==> src/rtl/decode_stage_pkg.sv <==
// Shared types and constants for the RV32I decode stage.
package decode_stage_pkg;

   localparam int XLEN_DEF = 32;
   localparam int NUM_REGS_DEF = 32;

   typedef logic [31:0] data_t;
   typedef logic [31:0] addr_t;
   typedef logic [4:0]  reg_idx_t;

   typedef enum logic [6:0] {
      OPC_LUI    = 7'b0110111,
      OPC_AUIPC  = 7'b0010111,
      OPC_JAL    = 7'b1101111,
      OPC_JALR   = 7'b1100111,
      OPC_BRANCH = 7'b1100011,
      OPC_LOAD   = 7'b0000011,
      OPC_STORE  = 7'b0100011,
      OPC_OP_IMM = 7'b0010011,
      OPC_OP     = 7'b0110011,
      OPC_FENCE  = 7'b0001111
   } opcode_t;

   typedef enum logic [1:0] {
      RES_ALU = 2'd0,
      RES_MEM = 2'd1,
      RES_PC4 = 2'd2
   } result_src_t;

   typedef enum logic [1:0] {
      PC_SRC_PLUS4  = 2'd0,
      PC_SRC_BRANCH = 2'd1,
      PC_SRC_JAL    = 2'd2,
      PC_SRC_JALR   = 2'd3
   } pc_src_t;

   // Immediate formats
   localparam logic [2:0] IMM_FMT_NONE = 3'd0;
   localparam logic [2:0] IMM_FMT_I    = 3'd1;
   localparam logic [2:0] IMM_FMT_S    = 3'd2;
   localparam logic [2:0] IMM_FMT_B    = 3'd3;
   localparam logic [2:0] IMM_FMT_U    = 3'd4;
   localparam logic [2:0] IMM_FMT_J    = 3'd5;

   // ---- IF -> ID bundle -------------------------------------------------
   typedef struct packed {
      data_t instruction;
      addr_t pc_cur;
   } if_to_id_t;

   // ---- WB -> ID bundle -------------------------------------------------
   typedef struct packed {
      logic     reg_write;
      reg_idx_t rd;
      data_t    rd_data;
   } wb_to_id_t;

   // ---- ID -> EX bundle -------------------------------------------------
   typedef struct packed {
      logic        valid;
      logic        illegal;
      addr_t       pc_cur;
      data_t       rs1_data;
      data_t       rs2_data;
      data_t       imm_ext;
      reg_idx_t    rs1;
      reg_idx_t    rs2;
      reg_idx_t    rd;
      logic [2:0]  funct3;
      logic        funct7b5;
      logic        alu_src_imm;
      logic        reg_write;
      logic        mem_read;
      logic        mem_write;
      logic        branch;
      logic        jump;
      logic        jalr;
      result_src_t result_src;
      pc_src_t     pc_src_hint;
   } id_to_ex_t;

   // Build the sign-extended immediate for the given format.
   function automatic data_t imm_gen(input data_t instr, input logic [2:0] fmt);
      data_t imm;
      case (fmt)
         IMM_FMT_I: imm = {{20{instr[31]}}, instr[31:20]};
         IMM_FMT_S: imm = {{20{instr[31]}}, instr[31:25], instr[11:7]};
         IMM_FMT_B: imm = {{19{instr[31]}}, instr[31], instr[7], instr[30:25],
                           instr[11:8], 1'b0};
         IMM_FMT_U: imm = {instr[31:12], 12'b0};
         IMM_FMT_J: imm = {{11{instr[31]}}, instr[31], instr[19:12], instr[20],
                           instr[30:21], 1'b0};
         default:   imm = 32'h0000_0000;
      endcase
      return imm;
   endfunction

endpackage

==> src/rtl/decode_stage_if.sv <==
// Bundle interface between fetch/writeback/execute and the decode stage.
interface decode_stage_if;
   import decode_stage_pkg::*;

   if_to_id_t IF_to_ID;
   wb_to_id_t WB_to_ID;
   logic      flush;
   id_to_ex_t ID_to_EX;
   logic      stall_if;

   modport master (
      output IF_to_ID, WB_to_ID, flush,
      input  ID_to_EX, stall_if
   );

   modport slave (
      input  IF_to_ID, WB_to_ID, flush,
      output ID_to_EX, stall_if
   );
endinterface

==> src/rtl/decode_stage_register_file.sv <==
// Architectural register file: 2 async read ports, 1 sync write port,
// write-through bypass, x0 hardwired to zero.
module decode_stage_register_file #(
   parameter int NUM_REGS = 32,
   parameter int XLEN     = 32,
   localparam int AW      = $clog2(NUM_REGS)
) (
   input  logic            clk,
   input  logic            reset,
   input  logic [AW-1:0]   rs1_addr_i,
   input  logic [AW-1:0]   rs2_addr_i,
   output logic [XLEN-1:0] rs1_data_o,
   output logic [XLEN-1:0] rs2_data_o,
   input  logic            we_i,
   input  logic [AW-1:0]   wr_addr_i,
   input  logic [XLEN-1:0] wr_data_i
);

   logic [XLEN-1:0] regs_q [NUM_REGS];
   logic            wr_live;

   assign wr_live = we_i && (wr_addr_i != '0);

   // Storage update: clear all entries on reset, otherwise commit WB writes.
   always_ff @(posedge clk) begin
      if (reset) begin
         for (int i = 0; i < NUM_REGS; i++) begin
            regs_q[i] <= '0;
         end
      end else if (wr_live) begin
         regs_q[wr_addr_i] <= wr_data_i;
      end
   end

   // Read ports with x0 forcing and same-cycle forwarding of the WB write.
   always_comb begin
      rs1_data_o = '0;
      rs2_data_o = '0;
      if (rs1_addr_i == '0) begin
         rs1_data_o = '0;
      end else if (wr_live && (wr_addr_i == rs1_addr_i)) begin
         rs1_data_o = wr_data_i;
      end else begin
         rs1_data_o = regs_q[rs1_addr_i];
      end
      if (rs2_addr_i == '0) begin
         rs2_data_o = '0;
      end else if (wr_live && (wr_addr_i == rs2_addr_i)) begin
         rs2_data_o = wr_data_i;
      end else begin
         rs2_data_o = regs_q[rs2_addr_i];
      end
   end

endmodule

==> src/rtl/decode_stage.sv <==
// RV32I instruction decode stage: decode, operand read, load-use stall.
module decode_stage
   import decode_stage_pkg::*;
#(
   parameter int NUM_REGS = 32,
   parameter int XLEN     = 32
) (
   input  logic           clk,
   input  logic           reset,
   decode_stage_if.slave  bus
);

   data_t     instr;
   data_t     rf_rs1_data;
   data_t     rf_rs2_data;
   id_to_ex_t dec;
   id_to_ex_t id_to_ex_d;
   id_to_ex_t id_to_ex_q;
   logic [2:0] imm_fmt;
   logic      rs1_used;
   logic      rs2_used;
   logic      hazard;

   assign instr = bus.IF_to_ID.instruction;

   decode_stage_register_file #(
      .NUM_REGS (NUM_REGS),
      .XLEN     (XLEN)
   ) u_regfile (
      .clk        (clk),
      .reset      (reset),
      .rs1_addr_i (instr[19:15]),
      .rs2_addr_i (instr[24:20]),
      .rs1_data_o (rf_rs1_data),
      .rs2_data_o (rf_rs2_data),
      .we_i       (bus.WB_to_ID.reg_write),
      .wr_addr_i  (bus.WB_to_ID.rd),
      .wr_data_i  (bus.WB_to_ID.rd_data)
   );

   // Decode the instruction in ID into control bits, fields and immediate.
   always_comb begin
      dec          = '0;
      imm_fmt      = IMM_FMT_NONE;
      rs1_used     = 1'b0;
      rs2_used     = 1'b0;
      dec.valid    = 1'b1;
      dec.pc_cur   = bus.IF_to_ID.pc_cur;
      dec.rs1_data = rf_rs1_data;
      dec.rs2_data = rf_rs2_data;
      dec.rs1      = instr[19:15];
      dec.rs2      = instr[24:20];
      dec.rd       = instr[11:7];
      dec.funct3   = instr[14:12];
      dec.funct7b5 = instr[30];
      dec.result_src  = RES_ALU;
      dec.pc_src_hint = PC_SRC_PLUS4;
      if (instr[1:0] != 2'b11) begin
         dec.illegal = 1'b1;
      end else begin
         case (instr[6:0])
            OPC_LUI, OPC_AUIPC: begin
               imm_fmt         = IMM_FMT_U;
               dec.reg_write   = 1'b1;
               dec.alu_src_imm = 1'b1;
            end
            OPC_JAL: begin
               imm_fmt         = IMM_FMT_J;
               dec.reg_write   = 1'b1;
               dec.jump        = 1'b1;
               dec.result_src  = RES_PC4;
               dec.pc_src_hint = PC_SRC_JAL;
            end
            OPC_JALR: begin
               imm_fmt         = IMM_FMT_I;
               rs1_used        = 1'b1;
               dec.reg_write   = 1'b1;
               dec.jump        = 1'b1;
               dec.jalr        = 1'b1;
               dec.alu_src_imm = 1'b1;
               dec.result_src  = RES_PC4;
               dec.pc_src_hint = PC_SRC_JALR;
            end
            OPC_BRANCH: begin
               imm_fmt         = IMM_FMT_B;
               rs1_used        = 1'b1;
               rs2_used        = 1'b1;
               dec.branch      = 1'b1;
               dec.pc_src_hint = PC_SRC_BRANCH;
            end
            OPC_LOAD: begin
               imm_fmt         = IMM_FMT_I;
               rs1_used        = 1'b1;
               dec.reg_write   = 1'b1;
               dec.mem_read    = 1'b1;
               dec.alu_src_imm = 1'b1;
               dec.result_src  = RES_MEM;
            end
            OPC_STORE: begin
               imm_fmt         = IMM_FMT_S;
               rs1_used        = 1'b1;
               rs2_used        = 1'b1;
               dec.mem_write   = 1'b1;
               dec.alu_src_imm = 1'b1;
            end
            OPC_OP_IMM: begin
               imm_fmt         = IMM_FMT_I;
               rs1_used        = 1'b1;
               dec.reg_write   = 1'b1;
               dec.alu_src_imm = 1'b1;
            end
            OPC_OP: begin
               rs1_used        = 1'b1;
               rs2_used        = 1'b1;
               dec.reg_write   = 1'b1;
            end
            OPC_FENCE: begin
               dec.illegal     = 1'b0;
            end
            default: begin
               dec.illegal     = 1'b1;
            end
         endcase
      end
      dec.imm_ext = imm_gen(instr, imm_fmt);
   end

   // Load-use hazard: load in EX whose rd feeds a used source of ID.
   always_comb begin
      hazard = 1'b0;
      if (id_to_ex_q.valid && id_to_ex_q.mem_read && (id_to_ex_q.rd != 5'd0)) begin
         hazard = (rs1_used && (id_to_ex_q.rd == dec.rs1)) ||
                  (rs2_used && (id_to_ex_q.rd == dec.rs2));
      end else begin
         hazard = 1'b0;
      end
   end

   // Next pipeline register value: bubble on flush or stall.
   always_comb begin
      id_to_ex_d = dec;
      if (bus.flush || hazard) begin
         id_to_ex_d = '0;
      end else begin
         id_to_ex_d = dec;
      end
   end

   // ID/EX pipeline register.
   always_ff @(posedge clk) begin
      if (reset) begin
         id_to_ex_q <= '0;
      end else begin
         id_to_ex_q <= id_to_ex_d;
      end
   end

   assign bus.ID_to_EX = id_to_ex_q;
   assign bus.stall_if = hazard && !bus.flush && !reset;

endmodule

==> src/flat_wrapper.sv <==
// flat-port wrapper written by rule: the top's interface ports become plain ports
module decode_stage_flat import decode_stage_pkg::*;
#(
   parameter int NUM_REGS = 32,
   parameter int XLEN     = 32
)
  (clk, reset, bus_IF_to_ID, bus_WB_to_ID, bus_flush, bus_ID_to_EX, bus_stall_if);
  decode_stage_if bus_i ();
  input  logic clk;
  input  logic reset;
  input wire logic [$bits(bus_i.IF_to_ID)-1:0] bus_IF_to_ID;
  input wire logic [$bits(bus_i.WB_to_ID)-1:0] bus_WB_to_ID;
  input wire logic [$bits(bus_i.flush)-1:0] bus_flush;
  output wire logic [$bits(bus_i.ID_to_EX)-1:0] bus_ID_to_EX;
  output wire logic [$bits(bus_i.stall_if)-1:0] bus_stall_if;
  assign bus_i.IF_to_ID = bus_IF_to_ID;
  assign bus_i.WB_to_ID = bus_WB_to_ID;
  assign bus_i.flush = bus_flush;
  assign bus_ID_to_EX = bus_i.ID_to_EX;
  assign bus_stall_if = bus_i.stall_if;
  decode_stage #(.NUM_REGS(NUM_REGS), .XLEN(XLEN)) u_core (.clk(clk), .reset(reset), .bus(bus_i));
endmodule
==> config.mk <==
export PLATFORM = sky130hd
export DESIGN_NAME = decode_stage_flat
export DESIGN_NICKNAME = d
export VERILOG_FILES = /design/src/rtl/decode_stage_pkg.sv /design/src/rtl/decode_stage_if.sv /design/src/rtl/decode_stage_register_file.sv /design/src/rtl/decode_stage.sv /design/src/flat_wrapper.sv
export SDC_FILE = /design/constraint.sdc
export NUM_CORES = 2
export LEC_CHECK = 0
export CAP_MARGIN = 20
export CORE_ASPECT_RATIO = 1.5
export CORE_MARGIN = 5
export CORE_UTILIZATION = 61
export DETAILED_ROUTE_END_ITERATION = 6
export PLACE_DENSITY_LB_ADDON = 0.1
export SLEW_MARGIN = 20
export SYNTH_ARGS = -nofsm -noshare
export SYNTH_HDL_FRONTEND = slang
export SYNTH_SLANG_ARGS = --single-unit
==> constraint.sdc <==
create_clock -name clk -period 5.5 [get_ports clk]
set_clock_uncertainty 0.05 [all_clocks]
set_input_delay 0.825 -clock clk [delete_from_list [all_inputs] [get_ports clk]]
set_output_delay 0.825 -clock clk [all_outputs]
set_load 0.03 [all_outputs]
==> out/qor.csv <==
metric,value,unit
clock net sink count,1184,
CP Data Arrival Time,3.04,ns
post-CTS sizing,0,
Yosys reg bits,1184,
DRC viols,0,
CP startpoint,bus_IF_to_ID[35],
Port-buffer cells,265,
Leakage Power,21.5,nW
hold_sp,bus_IF_to_ID[55],
sequential area share after synthesis,0.569,
Post-Syn Area,59700,um^2
Synth area leader,edfxtp_1,
CP Capture Type,primary output,
setup TNS,0,ns
critical path class,primary input to primary output,
Non-Filler Instances,5721,
"Hold Violations, Final",0,
GRT Util Overall,0.411,
Die W,265,um
DRT Pass-1 Iters,6,
initial DRC count,7027,
P per Cell Area,316,nW/um^2
clk buf depth,3,
share of post-route cells with drive strength above 1,0.189,
TritonCTS buffer count,109,
Critical Path RT,4.62,ns
initial antenna violation count,8,
hold_buf cts,0,
"Non-Filler Cell Area, Final",67100,um^2
CTS clock-pin slew for the worst setup and hold paths,0.07,ns
Unique masters post-synth,64,
worst reg-to-reg path cell count,6,
RR Startpoint,u_core.bus.ID_to_EX[16]$_SDFF_PP0_,
CTS root buf,clkbuf_16,
fillcell total,6934,
grt ovf,0,
std cell rows,140,
top cell type's share of synthesized area,0.515,
leading cell types by total area after synthesis,"edfxtp_1 (52%), mux4_2 (16%), nor3_1 (7.4%), dfxtp_1 (5.4%), mux2i_1 (5.3%)",
Top Ports,266,
FF+latch area,34000,um^2
final wirelength,217000,um
Mapped Avg Cell Area,13.7,um^2
end of the worst register-to-register path,u_core.bus.ID_to_EX[101]$_SDFF_PP0_,
final antenna-violating net count,0,
postcts setup bufs,0,
Via Count,44738,
Max Fclk,256,MHz
CTS tree,done,
final worst path period share,0.711,
status,completed,
Initial Utilization,0.614,
H-Tree Depth,3,
commonest register cell after synthesis,edfxtp_1,
core box area,97200,um^2
ys async rst share,0,
Critical Path Sink,bus_stall_if,
worst slew pin tran,1.13,ns
largest net degree at the start of global routing,105,
max-cap viol count,0,
post-layout min period,3.91,ns
placer congestion estimate,0.914,
area grow syn2layout,12.4,%
Rel. slew slack,0.243,
first-pass GRT wire length,310000,um
Mapped Cells,4352,
Placed Cells incl. Taps,5513,
Reg2Reg Setup Slack,2.43,ns
Peak VDD IR,0.000283,V
post-DP HPWL,125000,um
Final setup viols,0,
die area,104000,um^2
Post-synth EDFFs,1024,
"Slew Viols, Final",0,
"Warnings, synthesis",0,
RSZ-0062 raised after global routing,false,
nets@finish,4453,
clock latency at the later pin of the worst-skew pair,0.72,ns
DR vias/cell,7.82,
CP startpoint kind,primary input,
die height,393,um
vias in the first global route,44662,
placed inst area,63400,um^2
Wirelength per Cell,38.0,um
area of the multi-input gates,23500,um^2
crit-path max FO,10,
HP Class,primary input to flip-flop,
[worst min path at each step]
stage | end | slack [ns] | depth (start not counted)
3_5_place_dp | u_core.bus.ID_to_EX[67]$_SDFF_PP0_ | 0.82 | 5
4_1_cts | u_core.bus.ID_to_EX[33]$_SDFF_PP0_ | 0.48 | 3
5_1_grt | u_core.bus.ID_to_EX[33]$_SDFF_PP0_ | 0.56 | 3
2_1_floorplan | u_core.bus.ID_to_EX[73]$_SDFF_PP0_ | 0.74 | 5
3_3_place_gp | u_core.bus.ID_to_EX[124]$_SDFF_PP0_ | 0.80 | 3
6_report | u_core.bus.ID_to_EX[33]$_SDFF_PP0_ | 0.52 | 3
[cell usage after synthesis (28+ instances only)]
master    number
buf_2         74
nor4_1       132
a221o_1       28
nor3_1       883
buf_4         36
mux2i_1      319
mux4_2       413
a21oi_1       97
nand3_1       35
a221oi_1      79
edfxtp_1    1024
inv_1         48
and2_1        83
nor2_1        51
o22ai_1       84
o21ai_0       59
dfxtp_1      160
nand2_1       67
a211oi_1      32
clkbuf_1     402
[cells by family (layout without fill, tap and decap cells)]
kind of cell	after synthesis	count (layout)	share of synthesized area
XOR/XNOR	20	20	0.00293
AND/OR/NAND/NOR	1326	1326	0.116
multiplexers	738	738	0.210
other	1	37	0.0000628
AO/OA/AOI/OAI	461	461	0.0544
buffers and inverters	622	677	0.0478
flip-flops	1184	1184	0.569
[critical path, cell delays in order]
cell and delay, ns:
clkdlybuf4s50_1 0.59, nand3b_1 0.34, nand4b_1 0.22, nor2_1 0.10
o21ai_0 0.11, nor3_1 0.14, clkdlybuf4s50_1 0.69
[per-stage QoR]
step / worst slack (ns) / power (W) / utilization / hold slack (ns)
5_1_grt: 1.49 / 0.0217 / 0.690 / 0.557
2_1_floorplan: 0.839 / 0.0123 / - / 0.737
3_5_place_dp: 1.31 / 0.0135 / 0.653 / 0.815
3_3_place_gp: 1.36 / 0.0134 / 0.652 / 0.797
6_report: 1.59 / 0.0212 / 0.690 / 0.520
4_1_cts: 1.60 / 0.0211 / 0.690 / 0.479
[report_power, final]
part / internal, W / leakage (nW) / switching [W] / total [W]
registers: 0.0102 / 11.1 / 0.000260 / 0.0105
clock network: 0.00436 / 1.77 / 0.00343 / 0.00780
logic: 0.00108 / 8.65 / 0.00184 / 0.00292
[layer usage]
metal,vias to the layer above,GRT usage,wire length (um)
met5,-,0,21
met1,21986,0.500,66600
met4,4,0.312,21200
met3,1120,0.111,31000
li1,17438,-,-
met2,4190,0.630,98400
[layout by cell type, fill, tap and decap left out, drive strengths merged, types with 51 or more instances in the layout]
master / n
o21ai: 59
dfxtp: 160
nor4: 132
nand2: 69
edfxtp: 1024
a221oi: 81
clkdlybuf4s50: 249
o22ai: 84
a21oi: 97
nor3: 883
mux4: 413
buf: 175
mux2i: 319
nor2: 51
clkbuf: 150
and2: 85
[layout make-up]
type                    instances  share of cell area
flip-flops and latches       1184               0.506
multi-input cells            2577               0.350
repair buffers                426              0.0633
clock buffers                 148              0.0457
well taps                    1278              0.0238
clock inverters                53             0.00783
inverters                      50             0.00282
diodes                          5            0.000186
[registers in the layout, indices dropped and copies added, names as in the netlist]
name	cells
u_core.bus.ID_to_EX	160
u_core.u_regfile.regs_q	1024
No activity file was read; power rests on OpenSTA's default activity.
